[config.mk]
export PLATFORM = sky130hd
export DESIGN_NAME = svpwm_offset_sequencer
export DESIGN_NICKNAME = d
export VERILOG_FILES = /design/src/rtl/svpwm_pkg.sv /design/src/rtl/svpwm_cmp_unit.sv /design/src/rtl/svpwm_offset_sequencer.sv
export SDC_FILE = /design/constraint.sdc
export NUM_CORES = 1
export LEC_CHECK = 0
export BUFFER_PORTS_ARGS = -buffer_cell sky130_fd_sc_hd__buf_2
export CAP_MARGIN = 20
export CORE_MARGIN = 10
export CORE_UTILIZATION = 55
export CTS_CLUSTER_DIAMETER = 40
export DETAILED_ROUTE_END_ITERATION = 7
export MAX_ROUTING_LAYER = met4
export PLACE_DENSITY = 0.72
export SLEW_MARGIN = 20
export SYNTH_ARGS = -nofsm -noshare
export SYNTH_HDL_FRONTEND = slang
export SYNTH_SLANG_ARGS = --single-unit
[constraint.sdc]
create_clock -name clk -period 7.3 [get_ports clk]
set_input_delay 1.46 -clock clk [delete_from_list [all_inputs] [get_ports clk]]
set_output_delay 1.46 -clock clk [all_outputs]
set_load 0.02 [all_outputs]
[src/rtl/svpwm_pkg.sv]
// Shared types and helpers for the SVPWM zero-sequence offset sequencer.
package svpwm_pkg;

    localparam int DATA_W_DFLT = 16;

    typedef enum logic [2:0] {
        IDLE,
        C_AB,
        C_MIN,
        C_MAX,
        OFS,
        ADD,
        OUT
    } state_e;

    // Clamp a wide signed value into the signed range of a w-bit word.
    function automatic logic signed [63:0] sat_w(input logic signed [63:0] x, input int w);
        logic signed [63:0] hi_lim;
        logic signed [63:0] lo_lim;
        hi_lim = (64'sd1 <<< (w - 1)) - 64'sd1;
        lo_lim = -(64'sd1 <<< (w - 1));
        if (x > hi_lim)
            sat_w = hi_lim;
        else if (x < lo_lim)
            sat_w = lo_lim;
        else
            sat_w = x;
    endfunction

endpackage

[src/rtl/svpwm_cmp_unit.sv]
// Shared signed comparator: orders two operands, first operand wins a tie.
module svpwm_cmp_unit #(
    parameter int W = 16
) (
    input  logic signed [W-1:0] a,
    input  logic signed [W-1:0] b,
    output logic                le,
    output logic signed [W-1:0] lo,
    output logic signed [W-1:0] hi
);

    always_comb begin
        le = (a <= b);
        lo = le ? a : b;
        hi = le ? b : a;
    end

endmodule

[src/rtl/svpwm_offset_sequencer.sv]
// Finds min/max of three phase references with one shared comparator, then adds
// the zero-sequence offset -(min+max)/2 to each phase with saturation.
module svpwm_offset_sequencer
    import svpwm_pkg::*;
#(
    parameter int DATA_W = DATA_W_DFLT
) (
    input  logic                     clk,
    input  logic                     reset,
    input  logic                     clk_enable,
    input  logic                     in_valid,
    output logic                     in_ready,
    input  logic signed [DATA_W-1:0] va,
    input  logic signed [DATA_W-1:0] vb,
    input  logic signed [DATA_W-1:0] vc,
    output logic                     out_valid,
    input  logic                     out_ready,
    output logic signed [DATA_W-1:0] ma,
    output logic signed [DATA_W-1:0] mb,
    output logic signed [DATA_W-1:0] mc,
    output logic signed [DATA_W-1:0] vmin,
    output logic signed [DATA_W-1:0] vmax,
    output logic                     sat,
    output logic                     busy
);

    state_e                        state_q, state_d;
    logic [2:0][DATA_W-1:0]        v_q, v_d;
    logic signed [DATA_W-1:0]      lo_q, lo_d, hi_q, hi_d;
    logic signed [DATA_W-1:0]      min_q, min_d, max_q, max_d;
    logic signed [DATA_W:0]        off_q, off_d;
    logic [2:0][DATA_W-1:0]        m_q, m_d;
    logic signed [DATA_W-1:0]      vmin_q, vmin_d, vmax_q, vmax_d;
    logic                          sat_q, sat_d;
    logic                          out_valid_q, out_valid_d;

    logic signed [DATA_W-1:0]      cmp_a, cmp_b, cmp_lo, cmp_hi;
    logic                          cmp_le;
    logic signed [DATA_W:0]        sum;
    logic signed [DATA_W+1:0]      ext;
    logic signed [63:0]            clamped;
    logic                          sat_any;

    // Operand routing into the single comparator, one compare per state.
    always_comb begin
        cmp_a = $signed(v_q[0]);
        cmp_b = $signed(v_q[1]);
        case (state_q)
            C_MIN: begin
                cmp_a = lo_q;
                cmp_b = $signed(v_q[2]);
            end
            C_MAX: begin
                cmp_a = $signed(v_q[2]);
                cmp_b = hi_q;
            end
            default: ;
        endcase
    end

    svpwm_cmp_unit #(.W(DATA_W)) u_cmp (
        .a  (cmp_a),
        .b  (cmp_b),
        .le (cmp_le),
        .lo (cmp_lo),
        .hi (cmp_hi)
    );

    always_comb begin
        state_d     = state_q;
        v_d         = v_q;
        lo_d        = lo_q;
        hi_d        = hi_q;
        min_d       = min_q;
        max_d       = max_q;
        off_d       = off_q;
        m_d         = m_q;
        vmin_d      = vmin_q;
        vmax_d      = vmax_q;
        sat_d       = sat_q;
        out_valid_d = out_valid_q;
        sum         = '0;
        ext         = '0;
        clamped     = '0;
        sat_any     = 1'b0;
        case (state_q)
            IDLE: begin
                if (in_valid) begin
                    v_d     = {vc, vb, va};
                    state_d = C_AB;
                end
            end
            C_AB: begin
                lo_d    = cmp_lo;
                hi_d    = cmp_hi;
                state_d = C_MIN;
            end
            C_MIN: begin
                min_d   = cmp_le ? cmp_a : cmp_b;
                state_d = C_MAX;
            end
            C_MAX: begin
                max_d   = cmp_hi;
                state_d = OFS;
            end
            OFS: begin
                sum     = (DATA_W+1)'(min_q) + (DATA_W+1)'(max_q);
                off_d   = -(sum >>> 1);
                state_d = ADD;
            end
            ADD: begin
                for (int i = 0; i < 3; i++) begin
                    ext     = (DATA_W+2)'($signed(v_q[i])) + (DATA_W+2)'(off_q);
                    clamped = sat_w(64'(ext), DATA_W);
                    m_d[i]  = clamped[DATA_W-1:0];
                    if (clamped != 64'(ext))
                        sat_any = 1'b1;
                end
                vmin_d      = min_q;
                vmax_d      = max_q;
                sat_d       = sat_any;
                out_valid_d = 1'b1;
                state_d     = OUT;
            end
            OUT: begin
                if (out_ready) begin
                    out_valid_d = 1'b0;
                    state_d     = IDLE;
                end
            end
            default: state_d = IDLE;
        endcase
    end

    always_ff @(posedge clk) begin
        if (reset) begin
            state_q     <= IDLE;
            v_q         <= '0;
            lo_q        <= '0;
            hi_q        <= '0;
            min_q       <= '0;
            max_q       <= '0;
            off_q       <= '0;
            m_q         <= '0;
            vmin_q      <= '0;
            vmax_q      <= '0;
            sat_q       <= 1'b0;
            out_valid_q <= 1'b0;
        end else if (clk_enable) begin
            state_q     <= state_d;
            v_q         <= v_d;
            lo_q        <= lo_d;
            hi_q        <= hi_d;
            min_q       <= min_d;
            max_q       <= max_d;
            off_q       <= off_d;
            m_q         <= m_d;
            vmin_q      <= vmin_d;
            vmax_q      <= vmax_d;
            sat_q       <= sat_d;
            out_valid_q <= out_valid_d;
        end
    end

    assign in_ready  = (state_q == IDLE);
    assign busy      = (state_q != IDLE);
    assign out_valid = out_valid_q;
    assign ma        = m_q[0];
    assign mb        = m_q[1];
    assign mc        = m_q[2];
    assign vmin      = vmin_q;
    assign vmax      = vmax_q;
    assign sat       = sat_q;

endmodule

After elaboration in Yosys (flattened, before gate mapping)
Index checks and enable logic that the tools add are counted.
{ "totals": {"ff_bits": 214, "latch_bits": 0, "ramBits": 0, "mem_bits_ro": 0, "inputBits": 53, "output_inout_bits": 84, "wordCells": 71, "memories": 0} }
{ "op_classes": {"addsub": 5, "mul": 0, "div_mod_pow": 0, "magnitude_cmp": 7, "n_eq_ne": 11, "shift": 0, "mux": 21, "bitwise": 0, "n_reduce_logical": 11} }
{ "op_table": {"columns": ["operator", "count"], "rows": [
  ["$mux 64", 9],
  ["$ne 64x18->1", 3],
  ["$pmux 16 s2", 2],
  ["$add 16x17->18", 3],
  ["$gt 18x16->1 const B", 3],
  ["$lt 18x16->1 const B", 3],
  ["$mux 16", 2],
  ["$pmux 3 s7", 1],
  ["$add 16x16->17", 1],
  ["$neg 16->17", 1],
  ["$le 16x16->1", 1],
  ["$reduce_and 2->1", 5],
  ["$eq 3x3->1 const B", 3],
  ["$reduce_and 3->1", 3],
  ["$eq 3x2->1 const B", 2],
  ["$mux 3", 2],
  ["$mux 1", 4],
  ["$ne 2x2->1 const B", 2],
  ["$eq 3x1->1 const B", 1],
  ["$logic_not 3->1", 1],
  ["$reduce_bool 3->1", 1],
  ["$pmux 1 s2", 1],
  ["$reduce_bool 2->1", 1]
]} }

Longest topological paths before layout
Gate-level depths: netlist (run 1).
{ "logic_depth": {"word_depth": 9, "mapped_depth": 19, "mapped_depth_nobuf": 15} }

Cells and area by module
A second synthesis (run 1) with hierarchy kept.
{ "unflattened": {"cells_unflattened": 1684, "area_unflattened_um2": 13141.4} }
{ "by_module_without_submodules": {"columns": ["module", "instances", "cells_per_inst", "area_each_um2", "seq_area_each_um2"], "rows": [
  ["svpwm_offset_sequencer", 1, 1594, 12197.9, 4284.1],
  ["svpwm_cmp_unit", 1, 90, 943.4, 0.0]
]} }

Worst setup path before layout (run 1)
Ideal clock, no wire load.
{ "synth_timing": {"path_kind": "flip-flop to flip-flop", "start": "register state_q[0]", "end": "register hi_q[10]", "setup_ps": 86, "arrival_ps": 3863, "required_ps": 7214, "slack_ps": 3352, "path_stages_with_launch": 20, "path_buffers": 4, "synth_period_minus_slack_ps": 3948, "cell_sequence": "dfxtp_1 clkbuf_1 buf_1 buf_2 mux2i_1 nor2_1 a21oi_1 inv_1 ha_1 nor2b_1 o21a_1 o21ai_0 nand2b_1 a21oi_1 nor2b_1 o21ai_0 a31oi_1 clkbuf_1 mux2_2 a211oi_1"} }
{ "synth_between": {"elab_chain_len": 4, "elab_cells_between_ends": 8, "cone_classes": "order compare (1); eq/ne (3); mux (3); reduce/logical (1)"} }
{ "synth_rtl": {"columns": ["item", "line_no", "source"], "rows": [
  ["start: declaration", "svpwm_offset_sequencer.sv:27", "state_e state_q, state_d;"],
  ["start signal: assignment", "svpwm_offset_sequencer.sv:150", "state_q <= state_d;"],
  ["$eq 3x2->1", "svpwm_offset_sequencer.sv:48", "case (state_q)"],
  ["$pmux 16 s2", "svpwm_offset_sequencer.sv:48", null],
  ["$le 16x16->1", "svpwm_cmp_unit.sv:13", "le = (a <= b);"],
  ["$mux 16", "svpwm_cmp_unit.sv:15", "hi = le ? b : a;"],
  ["end signal: assignment", "svpwm_offset_sequencer.sv:153", "hi_q <= hi_d;"],
  ["end: declaration", "svpwm_offset_sequencer.sv:29", "logic signed [DATA_W-1:0] lo_q, lo_d, hi_q, hi_d;"]
]} }
Parallel ways exist; a longest one is shown, timed or not.
A chain may end at the register's enable or synchronous reset.

Worst setup path after layout (run 1)
{ "layout_timing": {"start": "register state_q[2]", "end": "register max_q[15]"} }
{ "layout_between": {"elab_chain_len": 4, "elab_cells_between_ends": 7, "cone_classes": "order compare (1); eq/ne (2); mux (3); reduce/logical (1)"} }
{ "layout_rtl": {"columns": ["item", "line_no", "source"], "rows": [
  ["$eq 3x2->1, on equally long branches", "svpwm_offset_sequencer.sv:48, svpwm_offset_sequencer.sv:86", null],
  ["$pmux 16 s2", "svpwm_offset_sequencer.sv:48", null],
  ["$le 16x16->1", "svpwm_cmp_unit.sv:13", null],
  ["$mux 16", "svpwm_cmp_unit.sv:15", null],
  ["end signal: assignment", "svpwm_offset_sequencer.sv:155", "max_q <= max_d;"],
  ["end: declaration", "svpwm_offset_sequencer.sv:30", "logic signed [DATA_W-1:0] min_q, min_d, max_q, max_d;"]
]} }
Parallel ways exist; a longest one is shown, timed or not.

==> run summary, run 1 <==
STA
-------------------------------------------------------------------------------------------------
Worst slack on hold paths                                                                0.449 ns
Skew final                                                                              0.0114 ns
Max Clock Freq                                                                            214 MHz
Least-Margin Pin Slew                                                                     1.04 ns
Max-slew violation count                                                                        0
Setup repair after global routing missed its margin                                         false
Max-slew headroom                                                                           0.306
Count of final setup violators                                                                  0
Time the final worst path needs with I/O delays and setup                                 4.68 ns
Number of failing hold endpoints at the final stage                                             0
Post-route fraction of the period consumed by the critical path                             0.641
Setup TNS                                                                                    0 ns

CRITICAL PATH
-------------------------------------------------------------------------------------------------
Crit-path max cell delay                                                                  0.61 ns
Critical path class                                                                  flop to flop
Worst-path maximum fanout                                                                      40
Worst r2r src                                                                          state_q[2]
Library cell contributing the largest single delay on the critical path              sky130_fd_sc_hd__a31oi_2
Endpoint kind of the worst setup timing path                                                 flop
Data arrival time of the worst path                                                       5.13 ns
Reg2Reg Depth                                                                                  13
CP most frequent cell                                                                sky130_fd_sc_hd__buf_4
Register-to-register path setup slack                                                     2.62 ns
Worst setup SP type                                                                          flop
Req. time, crit path                                                                      7.75 ns
Capturing point of the worst reg2reg path                                               max_q[15]
Cell-by-cell listing of the critical path                                            nand2b_2, buf_4, nor2_1, a21oi_1, inv_1, ha_1, nand2_1, nor4_1, o21ai_0, a31oi_2, buf_4, mux2_2, a211oi_1

PLACED DESIGN
-------------------------------------------------------------------------------------------------
Placed cell areas                                                                     13400 sq um
IO buf count                                                                                  136
RePlAce Congestion                                                                          0.970
Cell count after placement                                                                   1901
Sum of net half-perimeters after detailed placement                                  29200 microns

PWR
-------------------------------------------------------------------------------------------------
Total power density per cell area                                                     223 nW/um^2
Peak VDD IR                                                                              0.255 mV
Standby leakage power                                                                     6.33 nW

GLOBAL ROUTING
-------------------------------------------------------------------------------------------------
Overall overflow remaining after global route                                                   0
GRT met3 Usage                                                                             0.0415
First-pass GRT wire length                                                           60300 microns
Vias in the first global route                                                              10800
Met1 track demand over resource                                                             0.338
Layer with the highest usage                                                                 met2
Maximum number of pins on one net before global-route repair                                   98
Initial antenna violation count                                                                 1
Met2 Track Usage GR                                                                         0.423
Total routing usage reported by global routing                                              0.264

SYNTHESIS
-------------------------------------------------------------------------------------------------
Portion of synthesized cell area occupied by the leading cell type                          0.340
Synth warnings                                                                                  0
Post-synth net total                                                                         1700
Count of flip-flops with a built-in enable after synthesis                                      0
Instance count of the mapped netlist                                                         1557
Number of flip-flops and latches in the synthesized netlist                                   214
Seq/Total Area, Yosys                                                                       0.340
Post-Syn Area                                                                         12600 sq um
Most area-consuming cells after synthesis                                            sky130_fd_sc_hd__dfxtp_1 (34%), sky130_fd_sc_hd__ha_1 (8.5%), sky130_fd_sc_hd__a21oi_1 (7.3%), sky130_fd_sc_hd__nand2_1 (6.9%), sky130_fd_sc_hd__a211oi_1 (4.8%)
Number of distinct library cell variants in the gate-level netlist after synthesis             73
Most instantiated flip-flop cell in the synthesis netlist                            sky130_fd_sc_hd__dfxtp_1
Synthesized area per cell                                                              8.08 sq um
Post-synthesis async set-or-reset flop share                                                    0
Cell taking the most area after synthesis                                            sky130_fd_sc_hd__dfxtp_1

CLOCK NETWORK
-------------------------------------------------------------------------------------------------
Number of buffers on the longest clock path                                                     3
Clock latency reported for the late side of the worst-skew pair                           0.55 ns
Number of clock buffers inserted by TritonCTS                                                  31
Clock tree from TritonCTS                                                                   built
Count of hold buffers inserted by post-cts repair                                               0
Post-CTS setup repair buffer count                                                              0
Number of gates resized after cts                                                               0
TritonCTS Sinks                                                                               214
Clk root buf                                                                         sky130_fd_sc_hd__clkbuf_16
Clock-pin slew on the worst setup and hold paths                                          0.06 ns
H-tree lvl count                                                                                1

FLOORPLAN
-------------------------------------------------------------------------------------------------
Die height                                                                            171 microns
Core box area                                                                         22600 sq um
Initial cell density of the core                                                            0.558
# rows                                                                                         55
Boundary pin count                                                                            137
Die Span X                                                                            171 microns
Overall die area                                                                      29300 sq um

DETAILED ROUTING
-------------------------------------------------------------------------------------------------
Detailed Route WL                                                                    38600 microns
Antenna Violating Nets Remaining                                                                0
Routed via count                                                                            11700
Number of design rule violations left after detail routing                                      0
Routed length per instance                                                           19.7 microns
Initial DRC Count                                                                            1130
Via density                                                                                  5.97
Number of detailed-routing iterations run before antenna repair                                 5

CELLS AND AREA
-------------------------------------------------------------------------------------------------
Post-synthesis to final-layout area growth                                                  15.3%
Ratio of cells with drive above 1 in the final layout                                       0.163
Number of nets in the layout                                                                 1792
Top library cells by usage in the layout, fill and taps aside                        sky130_fd_sc_hd__nand2_1 (233), sky130_fd_sc_hd__dfxtp_1 (213), sky130_fd_sc_hd__a21oi_1 (183)
Design Area, Final                                                                    14500 sq um
Fill cell count                                                                              2009
Final non-filler cell total                                                                  1960
Most common cell after layout, fill and taps aside                                   sky130_fd_sc_hd__nand2_1

JOB
-------------------------------------------------------------------------------------------------
Max Cap Viol                                                                                    0

HOLD PATH
-------------------------------------------------------------------------------------------------
Worst Hold Path EP                                                                        vmax[4]
Cell depth of the worst hold path                                                               2
Worst min-delay path startpoint                                                           vmax[4]
Min-delay worst type                                                                 flop to flop

OUTCOME
-------------------------------------------------------------------------------------------------
Status                                                                                  completed

-- cells by family after synthesis --
| logic type | synth area share |
|---|---|
| AND/OR/NAND/NOR | 0.180 |
| XOR/XNOR | 0.0438 |
| AO/OA/AOI/OAI | 0.247 |
| buffers and inverters | 0.0404 |
| multiplexers | 0.0566 |
| flip-flops | 0.340 |
| adder cells (fa/ha/maj) | 0.0919 |
-- sequential cells by signal, summed over array words and instances (netlist names), 16 cells and up --
signal	cells
min_q	16
vmax	16
max_q	16
ma	16
off_q	17
v_q	48
hi_q	16
mc	16
lo_q	16
mb	16
vmin	16
-- worst max-delay path by stage --
stage	startpoint	end	slack, ns	cells past startpoint
after floorplan	state_q[0]	hi_q[10]	3.35	19
after global placement	state_q[2]	hi_q[11]	2.95	13
after detailed placement	state_q[2]	lo_q[0]	2.74	13
after CTS	state_q[2]	max_q[15]	2.68	13
after global routing	state_q[2]	hi_q[2]	2.16	13
final	state_q[2]	max_q[15]	2.62	13
-- layer usage --
layer	vias to the layer above	routed length (microns)	part of all wire
li1	5779	-	-
met1	5497	17100	0.44
met2	358	17600	0.45
met4	0	1280	0.033
met5	-	0	0
met3	69	2650	0.069
-- synth_stat cells (all sizes together) (3+ instances only) --
cell type  number
a2111oi         5
a211oi         82
a21o           23
a21oi         185
a311oi          3
a31o            5
a31oi           8
a41oi           3
and2            5
and3           11
buf            12
clkbuf         76
dfxtp         214
fa              4
ha             86
inv            43
mux2           33
mux2i          34
nand2         233
nand2b         12
nand3          23
nand4          12
nor2          153
nor2b           8
nor3           22
nor3b           8
nor4            9
o2111ai         6
o211a          22
o211ai         11
o21a           14
o21ai          69
o21bai          9
o221a           7
o22ai           3
o31ai           4
or2             3
or3             7
xnor2          27
xor2           36
-- layout make-up --
type	instances	area, sq um	area share
diodes	1	2.50	0.000172
flip-flops and latches	214	4290	0.295
multi-input cells	1211	7830	0.540
well taps	285	357	0.0246
inverters	44	165	0.0114
repair buffers	147	766	0.0528
clock buffers	34	817	0.0563
clock inverters	24	287	0.0197
-- critical path, delay by kind of cell (launching register included) --
| kind | cells | cell delay (ns) |
|---|---|---|
| adders and majority gates | 1 | 0.30 |
| AOI/OAI and AO/OA | 4 | 1.25 |
| buffers and inverters | 3 | 0.95 |
| DFF | 1 | 0.53 |
| muxes | 1 | 0.39 |
| and+or+nand+nor | 4 | 1.12 |
-- metrics by stage --
stage | setup slack, ns | total power, mW | util
after floorplan | 3.35 | 1.57 | -
after global placement | 2.95 | 1.69 | 0.594
after detailed placement | 2.74 | 1.69 | 0.594
after CTS | 2.68 | 3.24 | 0.643
after global routing | 2.16 | 3.35 | 0.643
final | 2.62 | 3.23 | 0.643
-- where the power goes --
group / internal [mW] / leakage (nW) / switching (mW) / total [mW]
combinational: 0.176 / 4.06 / 0.261 / 0.437
clock: 0.965 / 0.535 / 0.590 / 1.55
sequential: 1.20 / 1.73 / 0.0416 / 1.24
total: 2.34 / 6.33 / 0.893 / 3.23
Note: power is estimated with default switching activity, not from simulation.
==> run 2, diff against run 1 <==
clock period = 4.5 ns   (was 7.3 ns; I/O delays follow)
==> run 2 against run 1 <==
- cell count increased by 0.61%
- sequential power rose by 63%
- global-route usage rose by 1.7 points
- via count up 2.2%
- first-iteration DRC count is 12% lower
- combinational power rose by 69%
- sequential cell count stayed put
- wire length grew 5.5%
- utilization is 0.79 points higher
- maximum frequency rose by 15%
- power is 69% higher
- critical path type unchanged
==> run summary, run 2 (synthesized netlist as in run 1, its figures left out) <==
OUTCOME
--------------------------------------------------------------------------------------
Status                                                                       completed

DETAILED ROUTING
--------------------------------------------------------------------------------------
Routed via count                                                                 12000   +2.2%
Number of detailed-routing iterations run before antenna repair                      5   unchanged
Detailed Route WL                                                         40700 microns   +5.5%
Antenna Violating Nets Remaining                                                     0   unchanged
Metal1 wirelength                                                         17500 microns   +2.2%
Number of design rule violations left after detail routing                           0   unchanged
Met3 wirelength from detailed routing                                     2450 microns   -7.5%
Initial DRC Count                                                                  998   -12%
Routed length per instance                                                20.7 microns   +4.8%
Highest signal layer in the routed design                                         met4
Via density                                                                       6.06   +1.5%
Amount of wire on met2 after detailed routing                             19200 microns   +9.2%

CLOCK NETWORK
--------------------------------------------------------------------------------------
Number of buffers on the longest clock path                                          3   unchanged
H-tree lvl count                                                                     2   +1
Clk root buf                                                              sky130_fd_sc_hd__clkbuf_16
Number of gates resized after cts                                                    0   unchanged
Clock latency reported for the late side of the worst-skew pair                0.52 ns   -0.03 ns
TritonCTS Sinks                                                                    214   unchanged
Number of clock buffers inserted by TritonCTS                                       35   +13%
Clock tree from TritonCTS                                                        built
Clock-pin slew on the worst setup and hold paths                               0.05 ns   about the same
Post-CTS setup repair buffer count                                                   0   unchanged
Count of hold buffers inserted by post-cts repair                                    0   unchanged

GLOBAL ROUTING
--------------------------------------------------------------------------------------
First-pass GRT wire length                                                63600 microns   +5.4%
Total routing usage reported by global routing                                   0.281   +0.0170
Overall overflow remaining after global route                                        0   unchanged
Initial antenna violation count                                                      0   -1
Vias in the first global route                                                   11200   +3.9%
Maximum number of pins on one net before global-route repair                       108   +10%

CELLS AND AREA
--------------------------------------------------------------------------------------
Max reg flops                                                                       48   unchanged
Fill cell count                                                                   2015   +0.30%
Number of nets in the layout                                                      1803   +0.61%
Top Registers                                                             v_q (48), off_q (17)
Ratio of cells with drive above 1 in the final layout                            0.168   +0.00526
Utilization after layout                                                         0.651   +0.00787
Top library cells by usage in the layout, fill and taps aside             sky130_fd_sc_hd__nand2_1 (233), sky130_fd_sc_hd__dfxtp_1 (213), sky130_fd_sc_hd__a21oi_1 (183)
Antenna cells                                                                        0   -1
Post-synthesis to final-layout area growth                                       16.7%
Most common cell after layout, fill and taps aside                        sky130_fd_sc_hd__nand2_1
Largest register by flop count                                                     v_q

PWR
--------------------------------------------------------------------------------------
Peak VDD IR                                                                   0.359 mV   +41%
Internal power consumption                                                     3.92 mW   +68%
Sw power                                                                       1.53 mW   +71%
Total power density per cell area                                          371 nW/um^2   +67%
Standby leakage power                                                          6.43 nW   +1.5%
Fraction of power consumed by combinational cells                                0.136   about the same
Sequential fraction of design power                                              0.370   -0.014
Power share of the clock group                                                   0.494   +0.013
Proportion of total power due to net switching                                   0.281   +0.00461

CRITICAL PATH
--------------------------------------------------------------------------------------
Req. time, crit path                                                           4.92 ns   -2.83 ns
Cell family with the largest share of critical-path delay                 compound AO/OA/AOI/OAI gates
CP most frequent cell                                                     sky130_fd_sc_hd__buf_12
Cell-by-cell listing of the critical path                                 nand2b_2, buf_12, nor2_1, a21oi_1, inv_1, ha_1, nand2_1, nor4_1, o21ai_0, a31oi_2, buf_12, mux2_2, a211oi_1
Crit-path max cell delay                                                       0.56 ns   -0.05 ns
Critical path class                                                       flop to flop
Cell count along the critical path                                                  13   unchanged
Worst-path maximum fanout                                                           54   +35%
Endpoint kind of the worst setup timing path                                      flop
Timing startpoint of the critical path                                      state_q[2]
Data arrival time of the worst path                                            4.49 ns   -0.64 ns
Worst setup SP type                                                               flop
Critical path buffers and inverters                                                  3   unchanged
Worst r2r src                                                               state_q[2]
Library cell contributing the largest single delay on the critical path   sky130_fd_sc_hd__dfxtp_1
Reg2Reg Depth                                                                       13   unchanged

STA
--------------------------------------------------------------------------------------
Post-route fraction of the period consumed by the critical path                  0.903   +0.263
Max-slew headroom                                                                0.287   -0.0192
Time the final worst path needs with I/O delays and setup                      4.07 ns   -0.611 ns
Skew final                                                                   0.0169 ns   +0.00557 ns
Setup TNS                                                                         0 ns   unchanged
Slack of the critical path                                                    0.434 ns   -2.19 ns
Count of final setup violators                                                       0   unchanged
Setup repair after global routing missed its margin                              false
Worst slack on hold paths                                                     0.448 ns   -0.00151 ns
Max-slew violation count                                                             0   unchanged
Number of failing hold endpoints at the final stage                                  0   unchanged
Max Clock Freq                                                                 246 MHz   +15%
Least-Margin Pin Slew                                                          1.07 ns   +0.0288 ns

FLOORPLAN
--------------------------------------------------------------------------------------
Die height                                                                 171 microns   unchanged
Overall die area                                                           29300 sq um   unchanged
Initial cell density of the core                                                 0.558   unchanged
Boundary pin count                                                                 137   unchanged
Core box area                                                              22600 sq um   unchanged
# rows                                                                              55   unchanged
Die Span X                                                                 171 microns   unchanged

PLACED DESIGN
--------------------------------------------------------------------------------------
Sum of net half-perimeters after detailed placement                       31200 microns   +6.7%
RePlAce Congestion                                                                1.02   +5.2%
IO buf count                                                                       136   unchanged
Pre-CTS setup slack                                                           0.494 ns   -2.24 ns

HOLD PATH
--------------------------------------------------------------------------------------
Min-delay worst type                                                      flop to flop
Cell depth of the worst hold path                                                    2   unchanged
Worst min-delay path startpoint                                                vmax[1]

JOB
--------------------------------------------------------------------------------------
Max Cap Viol                                                                         0   unchanged

-- run 2: cell types whose count changed in the layout (fill, tap and decap cells not counted), moves of 2 or more --
cell                        before  now
sky130_fd_sc_hd__inv_6           3    6
sky130_fd_sc_hd__buf_12          0    4
sky130_fd_sc_hd__buf_4          12   15
sky130_fd_sc_hd__clkbuf_1        0    2
sky130_fd_sc_hd__clkbuf_8        3    0
sky130_fd_sc_hd__clkbuf_16      31   36
-- run 2: final cells by class --
cell class / instances / area (sq um) / share of cell area
Timing Repair Buffer: 154 / 868 / 0.0591
Multi-Input combinational cell: 1211 / 7820 / 0.533
Inverter: 44 / 165 / 0.0112
Clock inverter: 26 / 278 / 0.0189
Clock buffer: 38 / 908 / 0.0619
Sequential cell: 214 / 4290 / 0.292
Tap cell: 285 / 357 / 0.0243
-- run 2: worst min-delay path: stages (launching register included) --
cell and delay, ns:
sky130_fd_sc_hd__dfxtp_1 0.30, sky130_fd_sc_hd__nand2_1 0.05, sky130_fd_sc_hd__a21oi_1 0.05
-- run 2: routing by layer --
layer	GRT usage	up-vias
li1	-	5818
met5	-	-
met2	0.456	380
met3	0.0364	93
met4	0.106	0
met1	0.351	5666
-- run 2: per-stage QoR --
stage,total power [mW],std cells,instance area (sq um)
2_1_floorplan,2.55,1557,12600
3_5_place_dp,2.78,1908,13500
5_1_grt,5.63,1972,14700
4_1_cts,5.46,1972,14700
3_3_place_gp,2.77,1908,13500
6_report,5.45,1972,14700
-- run 2: path summary, 6_finish.rpt --
path | endpoint | slack (ns)
setup / recovery | hi_q[12] | 0.43
hold / removal | vmax[1] | 0.45
setup reg to reg | hi_q[12] | 0.43
hold reg to reg | vmax[1] | 0.45
-- run 2: power groups by stage --
stage	sequential (mW)	clock (mW)	combinational, mW
after floorplan	2.01	0	0.536
after global placement	2.06	0	0.712
after detailed placement	2.05	0	0.723
after CTS	2.02	2.72	0.728
after global routing	2.02	2.81	0.803
final	2.02	2.69	0.739
==> run 3, diff against run 2 <==
PLACE_DENSITY = 0.79   (was 0.72)
==> run 3 against run 2 <==
- wire length is 1.0% higher
- sequential power hardly changed
- maximum frequency is 1.1% higher
- global-route usage is 0.20 points lower
- clock power is 4% higher
- register-to-register slack better by 0.05 ns
- die area stayed put
- setup slack better by 0.045 ns
- via count is 2.4% higher
- combinational power is 2% lower
- sequential cell count stayed put
==> run summary, run 3 (synthesized netlist as in run 1, its figures left out) <==
PWR
--------------------------------------------------------------------------------------
Final total power                                                              5.53 mW   +1.5%
Peak VDD IR                                                                   0.313 mV   -13%
Standby leakage power                                                          6.44 nW   +0.22%
Total power density per cell area                                          375 nW/um^2   +1.2%

CRITICAL PATH
--------------------------------------------------------------------------------------
Timing startpoint of the critical path                                      state_q[0]
Data arrival time of the worst path                                            4.42 ns   -0.07 ns
Library cell contributing the largest single delay on the critical path   sky130_fd_sc_hd__dfxtp_2
Crit-path max cell delay                                                       0.73 ns   +0.17 ns
Worst setup SP type                                                               flop
Register-to-register path setup slack                                          0.48 ns   +0.05 ns
Worst r2r src                                                               state_q[0]
Req. time, crit path                                                           4.90 ns   -0.02 ns
CP most frequent cell                                                     sky130_fd_sc_hd__buf_4
Reg2Reg Depth                                                                       13   unchanged
Critical path class                                                       flop to flop
Cell family with the largest share of critical-path delay                 compound AO/OA/AOI/OAI gates
Critical path buffers and inverters                                                  3   unchanged
Cell-by-cell listing of the critical path                                 buf_4, mux2i_1, nor2_1, a21oi_1, inv_1, ha_1, nand2_1, nor4_1, o21ai_0, a31oi_2, buf_4, mux2_2, a211oi_1
Worst-path maximum fanout                                                           23   -57%
Endpoint kind of the worst setup timing path                                      flop
Capturing point of the worst reg2reg path                                     lo_q[13]

DETAILED ROUTING
--------------------------------------------------------------------------------------
Routed length per instance                                                20.9 microns   +1.0%
Antenna Violating Nets Remaining                                                     0   unchanged
Detailed Route WL                                                         41100 microns   +1.0%
Number of design rule violations left after detail routing                           0   unchanged
Number of detailed-routing iterations run before antenna repair                      7   +2
Routed via count                                                                 12200   +2.4%
Initial DRC Count                                                                 1106   +11%
Via density                                                                       6.21   +2.4%

CELLS AND AREA
--------------------------------------------------------------------------------------
Largest register by flop count                                                     v_q
Antenna cells                                                                        0   unchanged
Utilization after layout                                                         0.652   +0.00188
Max reg flops                                                                       48   unchanged
Most common cell after layout, fill and taps aside                        sky130_fd_sc_hd__nand2_1
Final non-filler cell total                                                       1972   unchanged
Fill cell count                                                                   1876   -6.9%
Ratio of cells with drive above 1 in the final layout                            0.168   unchanged
Number of nets in the layout                                                      1804   +0.055%
Top library cells by usage in the layout, fill and taps aside             sky130_fd_sc_hd__nand2_1 (233), sky130_fd_sc_hd__dfxtp_1 (213), sky130_fd_sc_hd__a21oi_1 (183)
Post-synthesis to final-layout area growth                                       17.0%
Top Registers                                                             v_q (48), off_q (17)

STA
--------------------------------------------------------------------------------------
Count of final setup violators                                                       0   unchanged
Max-slew headroom                                                                0.333   +0.0463
Setup TNS                                                                         0 ns   unchanged
Time the final worst path needs with I/O delays and setup                      4.02 ns   -0.0455 ns
Skew final                                                                   0.0129 ns   -0.00400 ns
Number of failing hold endpoints at the final stage                                  0   unchanged
Max Clock Freq                                                                 249 MHz   +1.1%
Post-route fraction of the period consumed by the critical path                  0.893   -0.0101
Least-Margin Pin Slew                                                          1.00 ns   -0.0694 ns
Max-slew violation count                                                             0   unchanged
Setup repair after global routing missed its margin                              false

CLOCK NETWORK
--------------------------------------------------------------------------------------
Clock tree from TritonCTS                                                        built
TritonCTS Sinks                                                                    214   unchanged
Clock latency reported for the late side of the worst-skew pair                0.51 ns   about the same
Number of buffers on the longest clock path                                          3   unchanged
Number of clock buffers inserted by TritonCTS                                       34   -2.9%
H-tree lvl count                                                                     2   unchanged
Number of gates resized after cts                                                    0   unchanged
Count of hold buffers inserted by post-cts repair                                    0   unchanged
Post-CTS setup repair buffer count                                                   0   unchanged
Clock-pin slew on the worst setup and hold paths                               0.06 ns   about the same
Clk root buf                                                              sky130_fd_sc_hd__clkbuf_16

FLOORPLAN
--------------------------------------------------------------------------------------
Overall die area                                                           29300 sq um   unchanged
Initial cell density of the core                                                 0.558   unchanged
Boundary pin count                                                                 137   unchanged
Die height                                                                 171 microns   unchanged
Core box area                                                              22600 sq um   unchanged
Die Span X                                                                 171 microns   unchanged
# rows                                                                              55   unchanged

GLOBAL ROUTING
--------------------------------------------------------------------------------------
Vias in the first global route                                                   11600   +3.1%
Maximum number of pins on one net before global-route repair                        94   -13%
Total routing usage reported by global routing                                   0.279   -0.00204
First-pass GRT wire length                                                63300 microns   -0.37%
Initial antenna violation count                                                      0   unchanged
Overall overflow remaining after global route                                        0   unchanged

PLACED DESIGN
--------------------------------------------------------------------------------------
RePlAce Congestion                                                                1.04   +1.7%
IO buf count                                                                       136   unchanged
Sum of net half-perimeters after detailed placement                       30400 microns   -2.6%
Cell count after placement                                                        1910   +0.10%

HOLD PATH
--------------------------------------------------------------------------------------
Worst min-delay path startpoint                                                vmin[7]
Worst Hold Path EP                                                             vmin[7]
Min-delay worst type                                                      flop to flop
Cell depth of the worst hold path                                                    2   unchanged

JOB
--------------------------------------------------------------------------------------
Max Cap Viol                                                                         0   unchanged

OUTCOME
--------------------------------------------------------------------------------------
Status                                                                       completed

-- run 3: cell types whose count changed in the layout (fill, tap and decap cells not counted), sizes merged --
cell / change
clkbuf: +6
bufinv: +1
inv: -3
clkinvlp: +2
buf: +2
clkinv: -8
-- run 3: cell type report --
cell class / count / area (sq um) / area share
multi-input cells: 1211 / 7830 / 0.531
flip-flops and latches: 214 / 4290 / 0.291
clock buffers: 44 / 992 / 0.0674
repair buffers: 156 / 871 / 0.0591
well taps: 285 / 357 / 0.0242
clock inverters: 18 / 233 / 0.0158
inverters: 44 / 165 / 0.0112
-- run 3: how the worst max path moves through the flow --
stage	end	slack (ns)	cells after the start
after floorplan	hi_q[10]	0.55	19
after global placement	min_q[10]	0.72	16
after detailed placement	lo_q[4]	0.65	13
after CTS	lo_q[13]	0.55	13
after global routing	lo_q[14]	0.26	13
final	lo_q[13]	0.48	13
-- run 3: stage by stage --
stage | hold WS, ns | instance area (sq um) | worst slack (ns)
final | 0.455 | 14700 | 0.480
after global routing | 0.474 | 14700 | 0.255
after CTS | 0.451 | 14700 | 0.551
after detailed placement | 0.443 | 13500 | 0.645
after global placement | 0.441 | 13500 | 0.724
after floorplan | 0.449 | 12600 | 0.552
-- run 3: worst reg2reg max path: stages, from the launching register on --
cell                       delay [ns]
sky130_fd_sc_hd__dfxtp_2         0.73
sky130_fd_sc_hd__buf_4           0.33
sky130_fd_sc_hd__mux2i_1         0.20
sky130_fd_sc_hd__nor2_1          0.06
sky130_fd_sc_hd__a21oi_1         0.23
sky130_fd_sc_hd__inv_1           0.08
sky130_fd_sc_hd__ha_1            0.30
sky130_fd_sc_hd__nand2_1         0.09
sky130_fd_sc_hd__nor4_1          0.44
sky130_fd_sc_hd__o21ai_0         0.20
sky130_fd_sc_hd__a31oi_2         0.24
sky130_fd_sc_hd__buf_4           0.31
sky130_fd_sc_hd__mux2_2          0.40
sky130_fd_sc_hd__a211oi_1        0.30
-- run 3: metal layers --
metal / share of wire / vias up / routed length [microns] / track usage
met1: 0.41 / 5800 / 16900 / 0.336
met5: 0 / - / 0 / -
met2: 0.46 / 510 / 19000 / 0.444
met4: 0.046 / 0 / 1890 / 0.127
li1: - / 5808 / - / -
met3: 0.082 / 122 / 3390 / 0.0545
-- run 3: report_power, final --
group          switching, mW  leakage (nW)  internal, mW  total [mW]
sequential            0.0695          1.73          1.94        2.01
combinational          0.428          4.13         0.297       0.724
clock                  0.983         0.584          1.81        2.79
